`src/rtl/shot_judge_pkg.sv`:
```
// Shared types and coordinate helpers for the own-fleet board store and shot referee.
package shot_judge_pkg;

    localparam int GRID_N_DEF     = 10;
    localparam int SHIP_CELLS_DEF = 20;

    typedef enum logic [1:0] {EMPTY = 2'd0, SHIP = 2'd1, SHIP_HIT = 2'd2, MISS = 2'd3} cell_t;
    typedef enum logic [1:0] {RES_MISS = 2'd0, RES_HIT = 2'd1, RES_REPEAT = 2'd2, RES_SUNK = 2'd3} res_t;
    typedef enum logic [2:0] {S_CLEAR, S_PLACE, S_READY, S_LOOKUP, S_RESP, S_DEFEAT} state_t;

    function automatic logic pos_in_grid(input logic [7:0] pos, input logic [3:0] n);
        return (pos[7:4] < n) && (pos[3:0] < n);
    endfunction

    // Out-of-grid coordinates wrap to a meaningless address; callers gate with pos_in_grid.
    function automatic logic [6:0] pos_addr(input logic [7:0] pos, input logic [3:0] n);
        return ({3'b000, pos[7:4]} * {3'b000, n}) + {3'b000, pos[3:0]};
    endfunction

endpackage

```
`src/rtl/shot_judge_if.sv`:
```
// Opponent shot handshake and result return between logic_ctl and shot_judge.
interface shot_judge_if;
    import shot_judge_pkg::*;

    logic       shot_valid;
    logic [7:0] shot_pos;
    logic       shot_ready;
    logic       res_valid;
    res_t       res_code;

    modport master (output shot_valid, shot_pos, input shot_ready, res_valid, res_code);
    modport slave  (input shot_valid, shot_pos, output shot_ready, res_valid, res_code);

endinterface

```
`src/rtl/shot_judge_board_ram.sv`:
```
// 128x2 board memory: one synchronous write port, two synchronous read ports (judge, renderer).
module shot_judge_board_ram
    import shot_judge_pkg::*;
(
    input  logic       clk,
    input  logic       we,
    input  logic [6:0] waddr,
    input  cell_t      wdata,
    input  logic [6:0] raddr_a,
    output cell_t      rdata_a,
    input  logic [6:0] raddr_b,
    output cell_t      rdata_b
);

    cell_t mem [0:127];

    // Reads return the pre-write contents when addresses collide.
    always_ff @(posedge clk) begin
        if (we) mem[waddr] <= wdata;
        rdata_a <= mem[raddr_a];
        rdata_b <= mem[raddr_b];
    end

endmodule

```
`src/rtl/shot_judge.sv`:
```
// Own-fleet board store and shot referee with a registered renderer read port.
//   state    | meaning
//   S_CLEAR  | sweeping EMPTY into every cell, busy
//   S_PLACE  | accepting ship cell placements, waiting for arm
//   S_READY  | accepting an opponent shot
//   S_LOOKUP | board read of the latched shot in flight
//   S_RESP   | result presented, board marked
//   S_DEFEAT | fleet destroyed, holds until clear
module shot_judge
    import shot_judge_pkg::*;
#(
    parameter int GRID_N     = GRID_N_DEF,
    parameter int SHIP_CELLS = SHIP_CELLS_DEF
) (
    input  logic        clk,
    input  logic        rst,
    input  logic        clear,
    input  logic        place_req,
    input  logic [7:0]  place_pos,
    output logic        place_ack,
    output logic        place_ok,
    output logic [4:0]  ship_cnt,
    output logic        place_done,
    input  logic        arm,
    shot_judge_if.slave shot,
    output logic [4:0]  remaining,
    output logic        defeat,
    output logic        busy,
    input  logic [7:0]  rd_pos,
    output cell_t       rd_cell
);

    localparam logic [3:0] N4       = 4'(GRID_N);
    localparam logic [6:0] LAST_IDX = 7'(GRID_N * GRID_N - 1);
    localparam logic [4:0] FLEET    = 5'(SHIP_CELLS);

    state_t     state_q, state_n;
    logic [6:0] sweep_idx_q, pend_addr_q, shot_addr_q;
    logic       pend_q, pend_in_grid_q, pend_haz_q, shot_in_grid_q, rd_ok_q, defeat_q;
    logic [4:0] ship_cnt_q, remaining_q;

    cell_t      judge_cell, view_cell, wdata;
    logic       we;
    logic [6:0] waddr, judge_addr, rd_addr;
    logic       shot_ready_c, res_valid_c;
    res_t       res_code_c;

    logic place_take, place_accept, arm_take, shot_take, resp_ship, resp_empty, sunk;

    assign place_done   = (ship_cnt_q == FLEET);
    assign place_take   = place_req && (state_q == S_PLACE) && !clear;
    // Placement is resolved the cycle after the request, once the cell has been read.
    assign place_accept = pend_q && !clear && pend_in_grid_q && !pend_haz_q &&
                          (judge_cell == EMPTY) && (ship_cnt_q < FLEET);
    assign arm_take     = arm && (state_q == S_PLACE) && place_done && !clear;
    assign shot_take    = shot.shot_valid && (state_q == S_READY) && !clear;
    assign resp_ship    = (state_q == S_RESP) && shot_in_grid_q && (judge_cell == SHIP);
    assign resp_empty   = (state_q == S_RESP) && shot_in_grid_q && (judge_cell == EMPTY);
    assign sunk         = resp_ship && (remaining_q == 5'd1);

    assign judge_addr = (state_q == S_PLACE) ? pos_addr(place_pos, N4) : shot_addr_q;
    assign rd_addr    = pos_addr(rd_pos, N4);

    shot_judge_board_ram u_ram (
        .clk     (clk),
        .we      (we),
        .waddr   (waddr),
        .wdata   (wdata),
        .raddr_a (judge_addr),
        .rdata_a (judge_cell),
        .raddr_b (rd_addr),
        .rdata_b (view_cell)
    );

    always_ff @(posedge clk) begin
        if (!rst) state_q <= S_CLEAR;
        else      state_q <= state_n;
    end

    always_comb begin
        state_n = state_q;
        case (state_q)
            S_CLEAR:  if (sweep_idx_q == LAST_IDX) state_n = S_PLACE;
            S_PLACE:  if (arm_take) state_n = S_READY;
            S_READY:  if (shot.shot_valid) state_n = S_LOOKUP;
            S_LOOKUP: state_n = S_RESP;
            S_RESP:   state_n = sunk ? S_DEFEAT : S_READY;
            S_DEFEAT: state_n = S_DEFEAT;
            default:  state_n = S_CLEAR;
        endcase
        if (clear) state_n = S_CLEAR;
    end

    always_comb begin
        we           = 1'b0;
        waddr        = pend_addr_q;
        wdata        = SHIP;
        busy         = 1'b0;
        shot_ready_c = 1'b0;
        res_valid_c  = 1'b0;
        res_code_c   = RES_MISS;
        case (state_q)
            S_CLEAR: begin
                busy  = 1'b1;
                we    = 1'b1;
                waddr = sweep_idx_q;
                wdata = EMPTY;
            end
            S_READY: shot_ready_c = 1'b1;
            S_RESP: begin
                if (!clear) begin
                    res_valid_c = 1'b1;
                    waddr       = shot_addr_q;
                    if (resp_empty) begin
                        res_code_c = RES_MISS;
                        we         = 1'b1;
                        wdata      = MISS;
                    end else if (resp_ship) begin
                        res_code_c = (remaining_q == 5'd1) ? RES_SUNK : RES_HIT;
                        we         = 1'b1;
                        wdata      = SHIP_HIT;
                    end else begin
                        res_code_c = RES_REPEAT;
                    end
                end
            end
            default: ;
        endcase
        if (place_accept) begin
            we    = 1'b1;
            waddr = pend_addr_q;
            wdata = SHIP;
        end
    end

    always_ff @(posedge clk) begin
        if (!rst || clear) begin
            sweep_idx_q <= 7'd0;
            ship_cnt_q  <= 5'd0;
            remaining_q <= 5'd0;
            defeat_q    <= 1'b0;
            pend_q      <= 1'b0;
            pend_haz_q  <= 1'b0;
        end else begin
            if (state_q == S_CLEAR) sweep_idx_q <= sweep_idx_q + 7'd1;
            pend_q <= place_take;
            // A back-to-back request to the cell being written now read stale EMPTY.
            pend_haz_q <= place_take && place_accept && (pos_addr(place_pos, N4) == pend_addr_q);
            if (place_accept) ship_cnt_q <= ship_cnt_q + 5'd1;
            if (arm_take) remaining_q <= FLEET;
            else if (resp_ship && (remaining_q != 5'd0)) remaining_q <= remaining_q - 5'd1;
            if (sunk) defeat_q <= 1'b1;
        end
    end

    always_ff @(posedge clk) begin
        if (!rst) begin
            pend_addr_q    <= 7'd0;
            pend_in_grid_q <= 1'b0;
            shot_addr_q    <= 7'd0;
            shot_in_grid_q <= 1'b0;
            rd_ok_q        <= 1'b0;
        end else begin
            if (place_take) begin
                pend_addr_q    <= pos_addr(place_pos, N4);
                pend_in_grid_q <= pos_in_grid(place_pos, N4);
            end
            if (shot_take) begin
                shot_addr_q    <= pos_addr(shot.shot_pos, N4);
                shot_in_grid_q <= pos_in_grid(shot.shot_pos, N4);
            end
            rd_ok_q <= pos_in_grid(rd_pos, N4) && (state_q != S_CLEAR) && !clear;
        end
    end

    assign rd_cell         = rd_ok_q ? view_cell : EMPTY;
    assign place_ack       = pend_q;
    assign place_ok        = place_accept;
    assign ship_cnt        = ship_cnt_q;
    assign remaining       = remaining_q;
    assign defeat          = defeat_q;
    assign shot.shot_ready = shot_ready_c;
    assign shot.res_valid  = res_valid_c;
    assign shot.res_code   = res_code_c;

endmodule
```
`src/flat_wrapper.sv`:
```
// flat-port wrapper written by rule: the top's interface ports become plain ports
module shot_judge_flat import shot_judge_pkg::*;
#(
    parameter int GRID_N     = GRID_N_DEF,
    parameter int SHIP_CELLS = SHIP_CELLS_DEF
)
  (clk, rst, clear, place_req, place_pos, place_ack, place_ok, ship_cnt, place_done, arm, remaining, defeat, busy, rd_pos, rd_cell, shot_shot_valid, shot_shot_pos, shot_shot_ready, shot_res_valid, shot_res_code);
  shot_judge_if shot_i ();
  input  logic clk;
  input  logic rst;
  input  logic clear;
  input  logic place_req;
  input  logic [7:0] place_pos;
  output logic place_ack;
  output logic place_ok;
  output logic [4:0] ship_cnt;
  output logic place_done;
  input  logic arm;
  output logic [4:0] remaining;
  output logic defeat;
  output logic busy;
  input  logic [7:0] rd_pos;
  output cell_t rd_cell;
  input wire logic [$bits(shot_i.shot_valid)-1:0] shot_shot_valid;
  input wire logic [$bits(shot_i.shot_pos)-1:0] shot_shot_pos;
  output wire logic [$bits(shot_i.shot_ready)-1:0] shot_shot_ready;
  output wire logic [$bits(shot_i.res_valid)-1:0] shot_res_valid;
  output wire logic [$bits(shot_i.res_code)-1:0] shot_res_code;
  assign shot_i.shot_valid = shot_shot_valid;
  assign shot_i.shot_pos = shot_shot_pos;
  assign shot_shot_ready = shot_i.shot_ready;
  assign shot_res_valid = shot_i.res_valid;
  assign shot_res_code = shot_i.res_code;
  shot_judge #(.GRID_N(GRID_N), .SHIP_CELLS(SHIP_CELLS)) u_core (.clk(clk), .rst(rst), .clear(clear), .place_req(place_req), .place_pos(place_pos), .place_ack(place_ack), .place_ok(place_ok), .ship_cnt(ship_cnt), .place_done(place_done), .arm(arm), .shot(shot_i), .remaining(remaining), .defeat(defeat), .busy(busy), .rd_pos(rd_pos), .rd_cell(rd_cell));
endmodule
```
`config.mk`:
```
export PLATFORM = sky130hd
export DESIGN_NAME = shot_judge_flat
export DESIGN_NICKNAME = d
export VERILOG_FILES = /design/src/rtl/shot_judge_pkg.sv /design/src/rtl/shot_judge_if.sv /design/src/rtl/shot_judge_board_ram.sv /design/src/rtl/shot_judge.sv /design/src/flat_wrapper.sv
export SDC_FILE = /design/constraint.sdc
export NUM_CORES = 1
export LEC_CHECK = 0
export BUFFER_PORTS_ARGS = -buffer_cell sky130_fd_sc_hd__buf_4
export CORE_MARGIN = 2
export CORE_UTILIZATION = 40
export CTS_BUF_LIST = sky130_fd_sc_hd__clkbuf_4
export DETAILED_ROUTE_END_ITERATION = 16
export GPL_ROUTABILITY_DRIVEN = 0
export SYNTH_ARGS = -nofsm -noshare
export SYNTH_HDL_FRONTEND = slang
export SYNTH_SLANG_ARGS = --single-unit
```
`constraint.sdc`:
```
create_clock -name clk -period 10.5 [get_ports clk]
set_input_delay 1.05 -clock clk [delete_from_list [all_inputs] [get_ports clk]]
set_output_delay 1.05 -clock clk [all_outputs]
set_load 0.02 [all_outputs]
```
==> flow_summary.yaml, run 1 <==
status:
  status: "completed"
worst_setup_path:
  cp_max_fo: 13
  path_buf_inv: 1
  path_delay_family: "simple AND/OR/NAND/NOR gates"
  timing.critical_path.from_type: "input pin"
  worstPathRequired_ns: 10.91
  slowest_stage: "nand3_1"
  worstSetupPathType: "input pin to flop"
  max_stage_delay_ns: 0.98
  critPathArrivalTime_ns: 4.85
  path_cells: "buf_4 -> or4_1 -> nor3_2 -> nand2b_1 -> a21oi_1 -> o22ai_2 -> nand3_1 -> nor2_1"
  crit_path_end_kind: "flop"
die:
  row_count: 73
  die_h_um: 203.7
  start_util_pct: 40.34
  die_x_um: 203.7
  io-pin-count: 51
  design.core.area_um2: 39550
  dieArea_um2: 41500
drt:
  via_per_inst: 6.003
  avgRoutedWirePerCell_um: 24.00
  drcViolationCount: 0
  num_vias: 11957
  detail_route.iter0.violations: 1331
  ant_nets: 0
  drt_pass1_iterations: 6
  totalWireLength_um: 47800
timing:
  hold_viol_final: 0
  finClkSkew_ns: 0.05340
  fin_setup_tns_ns: 0
  tightest_slew_ns: 1.280
  min_period_ns: 4.435
  finalSetupViolCount: 0
  slew_headroom_pct: 14.26
  grt_setup_unrepaired: "no"
  final_max_slew_viol_count: 0
  fmax_mhz: 225.5
  period_share_pct: 42.24
clocking:
  cts_tree: "built"
  post_cts_resized: 0
  cts_buffer_depth: 3
  clkSlewWorstSetupHoldPaths_ns: 0.06
  clockRootBuffer: "clkbuf_4"
  cts_made_buffers: 80
  post_cts_buffers: 0
  clk_latency_ns: 0.77
  hold_buffers: 0
  clkSinkCount: 300
  htreeDepth: 3
power_and_ir_drop:
  p_leak_nw: 6.116
  total_power_mw: 2.561
  ir_drop_v: 0.00007081
  p_per_area_nw_per_um2: 143.8
global_route:
  antenna_found_initial: 2
  grt_first_pass_wirelength_um: 71880
  grt_overflow_total: 0
  grt_max_degree: 93
  track_usage_pct: 23.30
  grt_pass1_vias: 11689
synth:
  synth.ff_latch_count: 300
  netlist_area_um2: 15960
  yosys_warnings: 0
  async_reset_ff_share_pct: 0
  synth_ff_type: "edfxtp_1"
  synth_cells: 1334
  yosysSeqAreaShare_pct: 53.70
  ys_types: 69
  avgSynthCellArea_um2: 11.96
  synth_nets: 1394
  synth_edf_count: 256
final_layout:
  drive_gt1_share_pct: 20.48
  fill_cells: 3615
  areaGrowthSynthToFinish_pct: 11.62
  fin_util_pct: 45.03
  fin_area_um2: 17810
  nNetsFinal: 1466
  instances_no_fill: 1992
place:
  dp_cells: 1849
  placed_cell_area_um2: 16770
  dpl.hpwl_um: 31010
  portBuffers: 50
job:
  drv_cap: 0
hold_path:
  hold_path_class: "flop to flop"
==> cell usage in the layout, fill, tap and decap left out, drive strengths merged, types with 13 or more instances in the layout <==
| cell type | netlist | routed |
|---|---|---|
| edfxtp | 256 | 256 |
| nand2 | 227 | 227 |
| nor2 | 177 | 177 |
| clkbuf | 33 | 115 |
| mux4 | 94 | 94 |
| nand3 | 82 | 82 |
| buf | 46 | 69 |
| mux2i | 47 | 47 |
| dfxtp | 44 | 44 |
| a21oi | 32 | 32 |
| o21ai | 31 | 31 |
| nand4 | 26 | 26 |
| ha | 24 | 24 |
| clkinv | 0 | 21 |
| inv | 18 | 20 |
| xnor2 | 18 | 18 |
| xor2 | 17 | 17 |
| nor3 | 17 | 17 |
| and2 | 13 | 13 |
==> worst register-to-register path: cells and delay by family (launching register included) <==
kind | cells | cell delay [ns]
DFF | 1 | 0.39
and+or+nand+nor | 5 | 3.11
AOI/OAI and AO/OA | 2 | 0.49
==> layout make-up <==
cell class | instances | area [um2] | area share (%)
sequential | 300 | 8568 | 48.11
multi-input combinational | 937 | 6964 | 39.10
clock buffer | 115 | 863.3 | 4.848
tap | 525 | 656.9 | 3.688
timing repair buffer | 69 | 518.0 | 2.909
clock inverter | 26 | 166.4 | 0.9344
inverter | 18 | 67.56 | 0.3794
antenna | 2 | 5.005 | 0.02810
==> stage by stage <==
stage	setup slack [ns]	hold WS [ns]
final	6.065	0.4701
after global routing	5.907	0.5156
after CTS	6.195	0.4761
after detailed placement	5.399	0.4660
after global placement	5.520	0.4611
after floorplan	2.916	0.4437
==> cell families after synthesis <==
| family | share of synthesized area (%) |
|---|---|
| buf+inv | 2.964 |
| flops | 53.70 |
| fa+ha+maj | 2.635 |
| xor+xnor | 1.921 |
| simple gates | 16.48 |
| compound gates | 5.442 |
| mux | 16.86 |
==> state kept, by name (all words and copies together), names as in the netlist <==
register and count:
u_core.ship_cnt 5, u_core.shot_in_grid_q 1, u_core.u_ram.mem 256, u_core.defeat 1, u_core.rd_ok_q 1, u_core.pend_haz_q 1, u_core.pend_in_grid_q 1, u_core.remaining 5
u_core.shot_addr_q 7, u_core.pend_addr_q 7, u_core.sweep_idx_q 7, u_core.place_ack 1, u_core.u_ram.rdata_a 2, u_core.state_q 3, u_core.u_ram.rdata_b 2
==> cells in the mapped netlist (6+ instances only) <==
library cell	count	area share (%)
and2_1	13	0.51
buf_1	6	0.14
nor2_1	177	4.2
xor2_1	17	0.93
mux4_1	8	1.3
nor2b_1	12	0.47
inv_1	18	0.42
nand4_1	26	1.0
a32oi_1	7	0.38
nor4_1	6	0.24
edfxtp_1	256	48
buf_2	30	0.94
xnor2_1	18	0.99
mux2i_1	46	2.9
a31oi_1	8	0.31
clkbuf_1	33	0.78
ha_1	24	1.9
nor3_1	16	0.50
dfxtp_1	44	5.5
nand2_1	227	5.3
a21oi_1	31	0.97
nand3_1	82	2.6
and3_1	6	0.24
fa_1	6	0.75
o21ai_0	30	0.94
nand2b_1	6	0.24
mux4_2	86	12
==> report_power, final <==
| part | total, mW | switching [mW] | leakage (nW) | internal, mW |
|---|---|---|---|---|
| clock network | 1.05 | 0.500 | 0.616 | 0.555 |
| logic | 0.224 | 0.125 | 2.68 | 0.0990 |
| registers | 1.28 | 0.00318 | 2.82 | 1.28 |
==> routing by layer <==
layer	wire, um	vias up	global-route usage [%]
met5	0	-	0
met4	1886	0	10.30
met3	4964	128	6.951
met2	21970	684	36.10
met1	18980	5923	30.30
li1	-	5222	-
==> worst paths after layout <==
check,start,end,slack (ns),depth (start not counted)
max,clear,u_core.u_ram.mem[88][0],6.07,8
max reg2reg,u_core.u_ram.rdata_a[1],u_core.u_ram.mem[88][0],6.18,7
min reg2reg,u_core.pend_in_grid_q,u_core.pend_in_grid_q,0.47,2
min,u_core.pend_in_grid_q,u_core.pend_in_grid_q,0.47,2
Power figures use the tool's default switching activity.
==> inputs of run 2 (changes only) <==
==> constraint.sdc (replaced) <==
create_clock -name clk -period 4.47 [get_ports clk]
set_input_delay 0.447 -clock clk [delete_from_list [all_inputs] [get_ports clk]]
set_output_delay 0.447 -clock clk [all_outputs]
set_load 0.02 [all_outputs]
==> flow_summary.yaml, run 2 (synthesis gave the netlist of run 1 again) <==
final_layout:
  final_common_cell: "edfxtp_1"
  largest_reg_flops: 256
  nNetsFinal: 1504
  largest_register: "u_core.u_ram.mem"
  fill_cells: 3620
  drive_gt1_share_pct: 22.24
  mostFrequentLayoutCells: "edfxtp_1, nand2_1, nor2_1, clkbuf_4, buf_4"
  areaGrowthSynthToFinish_pct: 13.75
timing:
  tightest_slew_ns: 1.106
  finClkSkew_ns: 0.04522
  finalSetupViolCount: 0
  hold_viol_final: 0
  final_max_slew_viol_count: 0
  fmax_mhz: 267.8
  period_share_pct: 83.54
  grt_setup_unrepaired: "no"
  fin_setup_tns_ns: 0
  slew_headroom_pct: 25.96
  min_period_ns: 3.734
clocking:
  clockRootBuffer: "clkbuf_4"
  clkSlewWorstSetupHoldPaths_ns: 0.07
  clkSinkCount: 300
  clk_latency_ns: 0.77
  cts_buffer_depth: 3
  cts_tree: "built"
  cts_made_buffers: 81
  htreeDepth: 3
die:
  die_h_um: 203.7
  die_x_um: 203.7
  row_count: 73
  start_util_pct: 40.34
  design.core.area_um2: 39550
  io-pin-count: 51
  dieArea_um2: 41500
drt:
  avgRoutedWirePerCell_um: 24.00
  ant_nets: 0
  drcViolationCount: 0
  num_vias: 12058
  detail_route.iter0.violations: 1430
  via_per_inst: 5.934
  totalWireLength_um: 48780
  drt_pass1_iterations: 6
power_and_ir_drop:
  ir_drop_v: 0.0001171
  p_leak_nw: 6.305
  p_per_area_nw_per_um2: 332.9
  total_power_mw: 6.042
worst_setup_path:
  worstPathRequired_ns: 4.92
  worstSetupPathType: "flop to flop"
  crit_path_end_kind: "flop"
  r2r-end: "u_core.u_ram.mem[39][0]"
  slowest_stage: "nor2b_1"
  path_buf_inv: 0
  critPathArrivalTime_ns: 4.18
  timing.critical_path.from_type: "flop"
  max_stage_delay_ns: 0.79
  cp_max_fo: 8
  worstRegToRegCells: 7
  reg2reg_setup_slack_ns: 0.74
  path_cells: "or4_1 -> nor3_2 -> nor3_1 -> o22ai_1 -> nor2b_1 -> nand2_1 -> nor2_1"
  path_depth: 7
  startpoint: "u_core.u_ram.rdata_a[1]"
  timing.rr.start: "u_core.u_ram.rdata_a[1]"
  path_delay_family: "simple AND/OR/NAND/NOR gates"
hold_path:
  whs_path_depth: 3
  min_to: "u_core.rd_ok_q"
  hold_start: "rd_pos[1]"
  hold_path_class: "input pin to flop"
global_route:
  grt_first_pass_wirelength_um: 72930
  grt_overflow_total: 0
  grt_max_degree: 66
  antenna_found_initial: 1
  grt_pass1_vias: 11756
  track_usage_pct: 23.69
place:
  dpl.hpwl_um: 32640
  portBuffers: 50
job:
  drv_cap: 0
status:
  status: "completed"
## run 2: cell count changes in the layout (fill, tap and decap cells not counted), sizes merged
cell         before  now
diode             2    1
dlygate4sd3       0    4
clkinv           21   26
clkbuf          115  114
buf              69  102
## run 2: power by group
group | switching, mW | total, mW | internal (mW)
logic | 0.295 | 0.547 | 0.251
registers | 0.00696 | 3.01 | 3.01
clock network | 1.18 | 2.48 | 1.30
total | 1.48 | 6.04 | 4.56
## run 2: area by class of cell
class,instances,area [um2],area share (%)
sequential,300,8568,47.21
multi-input combinational,937,6959,38.35
clock buffer,114,855.8,4.716
timing repair buffer,106,843.3,4.647
tap,525,656.9,3.619
clock inverter,31,195.2,1.075
inverter,18,67.56,0.3723
antenna,1,2.502,0.01379
## run 2: timing repair
action,in CTS,in global routing
setup endpoints to repair,0,0
resized for setup,0,0
hold buffers,4,0
setup buffers,0,0
endpoints found under the hold margin,5,0
## run 2: worst max-delay path by stage
stage	to	slack, ns
CTS	u_core.u_ram.mem[39][0]	0.90
finish	u_core.u_ram.mem[39][0]	0.74
floorplan	u_core.u_ram.mem[0][1]	1.09
detailed placement	u_core.u_ram.rdata_a[1]	0.45
global route	u_core.u_ram.mem[42][0]	0.52
global placement	u_core.u_ram.rdata_a[1]	0.36
## run 2: routing by layer
metal	vias up	share of wire [%]	global-route usage, %
met4	0	3.4	10.09
met3	110	9.1	5.545
met5	-	0	0
met1	6014	39	30.66
met2	650	48	38.22
li1	5284	-	-
## run 2: per-stage QoR
step	util [%]	worst slack [ns]	std cells	hold WS (ns)	cell area [um2]
6_report	45.89	0.7356	2032	0.04467	18150
3_3_place_gp	43.12	0.3578	1882	0.4597	17060
5_1_grt	45.89	0.5193	2032	0.06163	18150
2_1_floorplan	-	1.094	1334	0.4437	15970
4_1_cts	45.88	0.8956	2031	0.006843	18150
3_5_place_dp	43.12	0.4516	1882	0.4743	17060
## run 2: worst reg2reg max path, cell delays in order, from the launching register on
cell and delay [ns]:
dfxtp_1 0.37, or4_1 0.52, nor3_2 0.35, nor3_1 0.19, o22ai_1 0.38, nor2b_1 0.79, nand2_1 0.51, nor2_1 0.31
==> inputs of run 3 (changes only) <==
--- a/config.mk
+++ b/config.mk
@@ -5,6 +5,7 @@
 export SDC_FILE = /design/constraint.sdc
 export NUM_CORES = 1
 export LEC_CHECK = 0
+export ABC_AREA = 1
 export BUFFER_PORTS_ARGS = -buffer_cell sky130_fd_sc_hd__buf_4
 export CORE_MARGIN = 2
 export CORE_UTILIZATION = 40
==> constraint.sdc (replaced) <==
create_clock -name clk -period 3.5 [get_ports clk]
set_input_delay 0.35 -clock clk [delete_from_list [all_inputs] [get_ports clk]]
set_output_delay 0.35 -clock clk [all_outputs]
set_load 0.02 [all_outputs]
==> flow_summary.yaml, run 3 <==
global_route:
  use_met1_pct: 30.21
  grt_overflow_total: 0
  grt_max_degree: 129
  met2_usage_pct: 39.18
  met3_usage_pct: 4.802
  busiest_layer: "met2"
  grt_first_pass_wirelength_um: 81080
  antenna_found_initial: 1
  grt_pass1_vias: 14951
  track_usage_pct: 23.76
job:
  drv_cap: 0
worst_setup_path:
  critPathArrivalTime_ns: 3.38
  cp_max_fo: 13
  path_buf_inv: 3
  path_cells: "nor2_1 -> nand4_1 -> nor2_4 -> inv_2 -> nand2_1 -> o21a_2 -> inv_2 -> nor2_1 -> inv_1 -> nor2_1 -> nand2_1 -> nor2_1"
  max_stage_delay_ns: 0.48
  worstRegToRegCells: 12
  timing.critical_path.from_type: "flop"
  worstSetupPathType: "flop to flop"
  cp_common_cell: "nor2_1"
  worstPathRequired_ns: 3.90
  crit_path_end_kind: "flop"
  path_depth: 12
  slowest_stage: "nand2_1"
  path_delay_family: "simple AND/OR/NAND/NOR gates"
final_layout:
  fin_util_pct: 45.91
  drive_gt1_share_pct: 12.70
  mostFrequentLayoutCells: "nand3_1, nand2_1, inv_1, edfxtp_1, o21ai_0"
  largest_register: "u_core.u_ram.mem"
  fin_area_um2: 19340
  instances_no_fill: 2785
  multi_input_area_um2: 6795
  largest_reg_flops: 256
  fill_cells: 4103
  nNetsFinal: 2247
  seq_area_um2: 8568
  areaGrowthSynthToFinish_pct: 12.69
  final_common_cell: "nand3_1"
synth:
  synth.ff_latch_count: 300
  yosys_warnings: 0
  synth_ff_type: "edfxtp_1"
  synth_most_common_cell: "nand3_1"
  async_reset_ff_share_pct: 0
  synthTopCellsByArea: "edfxtp_1, nand3_1, nand2_1"
  synth_top_area_cell: "edfxtp_1"
  synth_edf_count: 256
  ys_types: 42
  synth_top_area_share_pct: 44.79
  synth_nets: 2168
  netlist_area_um2: 17160
  yosysSeqAreaShare_pct: 49.92
  avgSynthCellArea_um2: 8.142
  synth_common_cells: "nand3_1, nand2_1, inv_1"
  synth_cells: 2108
clocking:
  clockRootBuffer: "clkbuf_4"
  cts_tree: "built"
  clkSinkCount: 300
  htreeDepth: 3
  clkSlewWorstSetupHoldPaths_ns: 0.07
  post_cts_resized: 0
  cts_buffer_depth: 3
  hold_buffers: 15
  post_cts_buffers: 0
  cts_made_buffers: 83
  clk_latency_ns: 0.75
timing:
  final_max_slew_viol_count: 0
  finClkSkew_ns: 0.04295
  hold_viol_final: 0
  setup_slack_ns: 0.5272
  grt_setup_unrepaired: "no"
  fmax_mhz: 336.4
  slew_headroom_pct: 37.01
  finalSetupViolCount: 0
  fin_setup_tns_ns: 0
  period_share_pct: 84.94
  tightest_slew_ns: 0.9448
  whs_ns: 0.05495
  min_period_ns: 2.973
die:
  io-pin-count: 51
  row_count: 75
  die_x_um: 211.1
  design.core.area_um2: 42130
  dieArea_um2: 44580
  start_util_pct: 40.74
  die_h_um: 211.1
place:
  portBuffers: 50
  dp_slack_ns: 0.5227
  dpl.hpwl_um: 33680
  dp_cells: 2626
  placed_cell_area_um2: 18140
drt:
  drcViolationCount: 0
  detail_route.iter0.violations: 1468
  drt_pass1_iterations: 6
  totalWireLength_um: 52650
  via_per_inst: 5.462
  ant_nets: 0
  num_vias: 15211
  avgRoutedWirePerCell_um: 18.90
power_and_ir_drop:
  p_leak_nw: 8.009
  ir_drop_v: 0.0002131
  p_per_area_nw_per_um2: 410.8
  total_power_mw: 7.946
hold_path:
  hold_path_class: "input pin to flop"
  whs_path_depth: 4
status:
  status: "completed"
==> run 3: area by class of cell <==
| type | instances | area share [%] |
|---|---|---|
| Tap cell | 539 | 3.487 |
| Antenna cell | 2 | 0.02587 |
| Sequential cell | 300 | 44.30 |
| Clock buffer | 121 | 4.696 |
| Inverter | 332 | 6.449 |
| Clock inverter | 21 | 0.7116 |
| Multi-Input combinational cell | 1361 | 35.13 |
| Timing Repair Buffer | 109 | 5.201 |
==> run 3: final timing paths <==
path / from / slack (ns) / endpoint
worst min register to register: u_core.defeat / 0.49 / u_core.defeat
worst max register to register: u_core.u_ram.rdata_a[1] / 0.53 / u_core.u_ram.mem[53][0]
worst max-delay path: u_core.u_ram.rdata_a[1] / 0.53 / u_core.u_ram.mem[53][0]
worst min-delay path: place_pos[1] / 0.05 / u_core.pend_in_grid_q
==> run 3: per-layer routing <==
| layer | up-vias | part of all wire (%) |
|---|---|---|
| met5 | - | 0 |
| li1 | 7260 | - |
| met1 | 7080 | 41 |
| met4 | 0 | 3.4 |
| met2 | 729 | 47 |
| met3 | 142 | 9.4 |
==> run 3: power breakdown <==
group	switching [mW]	internal, mW	total [mW]
Combinational	0.591	0.283	0.875
Sequential	0.00915	3.84	3.85
Clock	1.50	1.72	3.22
Total	2.10	5.84	7.95
==> run 3: cell families (layout without fill, tap and decap cells) <==
| group | Yosys count | in the layout | share of synthesized area, % |
|---|---|---|---|
| and+or+nand+nor | 942 | 942 | 24.67 |
| buffers and inverters | 447 | 583 | 10.69 |
| AOI/OAI and AO/OA | 371 | 371 | 11.36 |
| DFF | 300 | 300 | 49.92 |
| adders and majority gates | 30 | 30 | 2.449 |
| xor gates and xnor gates | 18 | 18 | 0.9185 |
| other | 0 | 2 | 0 |
==> run 3: worst reg2reg max path: stages, from the launching register on <==
cell     delay [ns]
dfxtp_1        0.38
nor2_1         0.19
nand4_1        0.15
nor2_4         0.29
inv_2          0.18
nand2_1        0.10
o21a_2         0.17
inv_2          0.06
nor2_1         0.09
inv_1          0.06
nor2_1         0.12
nand2_1        0.48
nor2_1         0.37
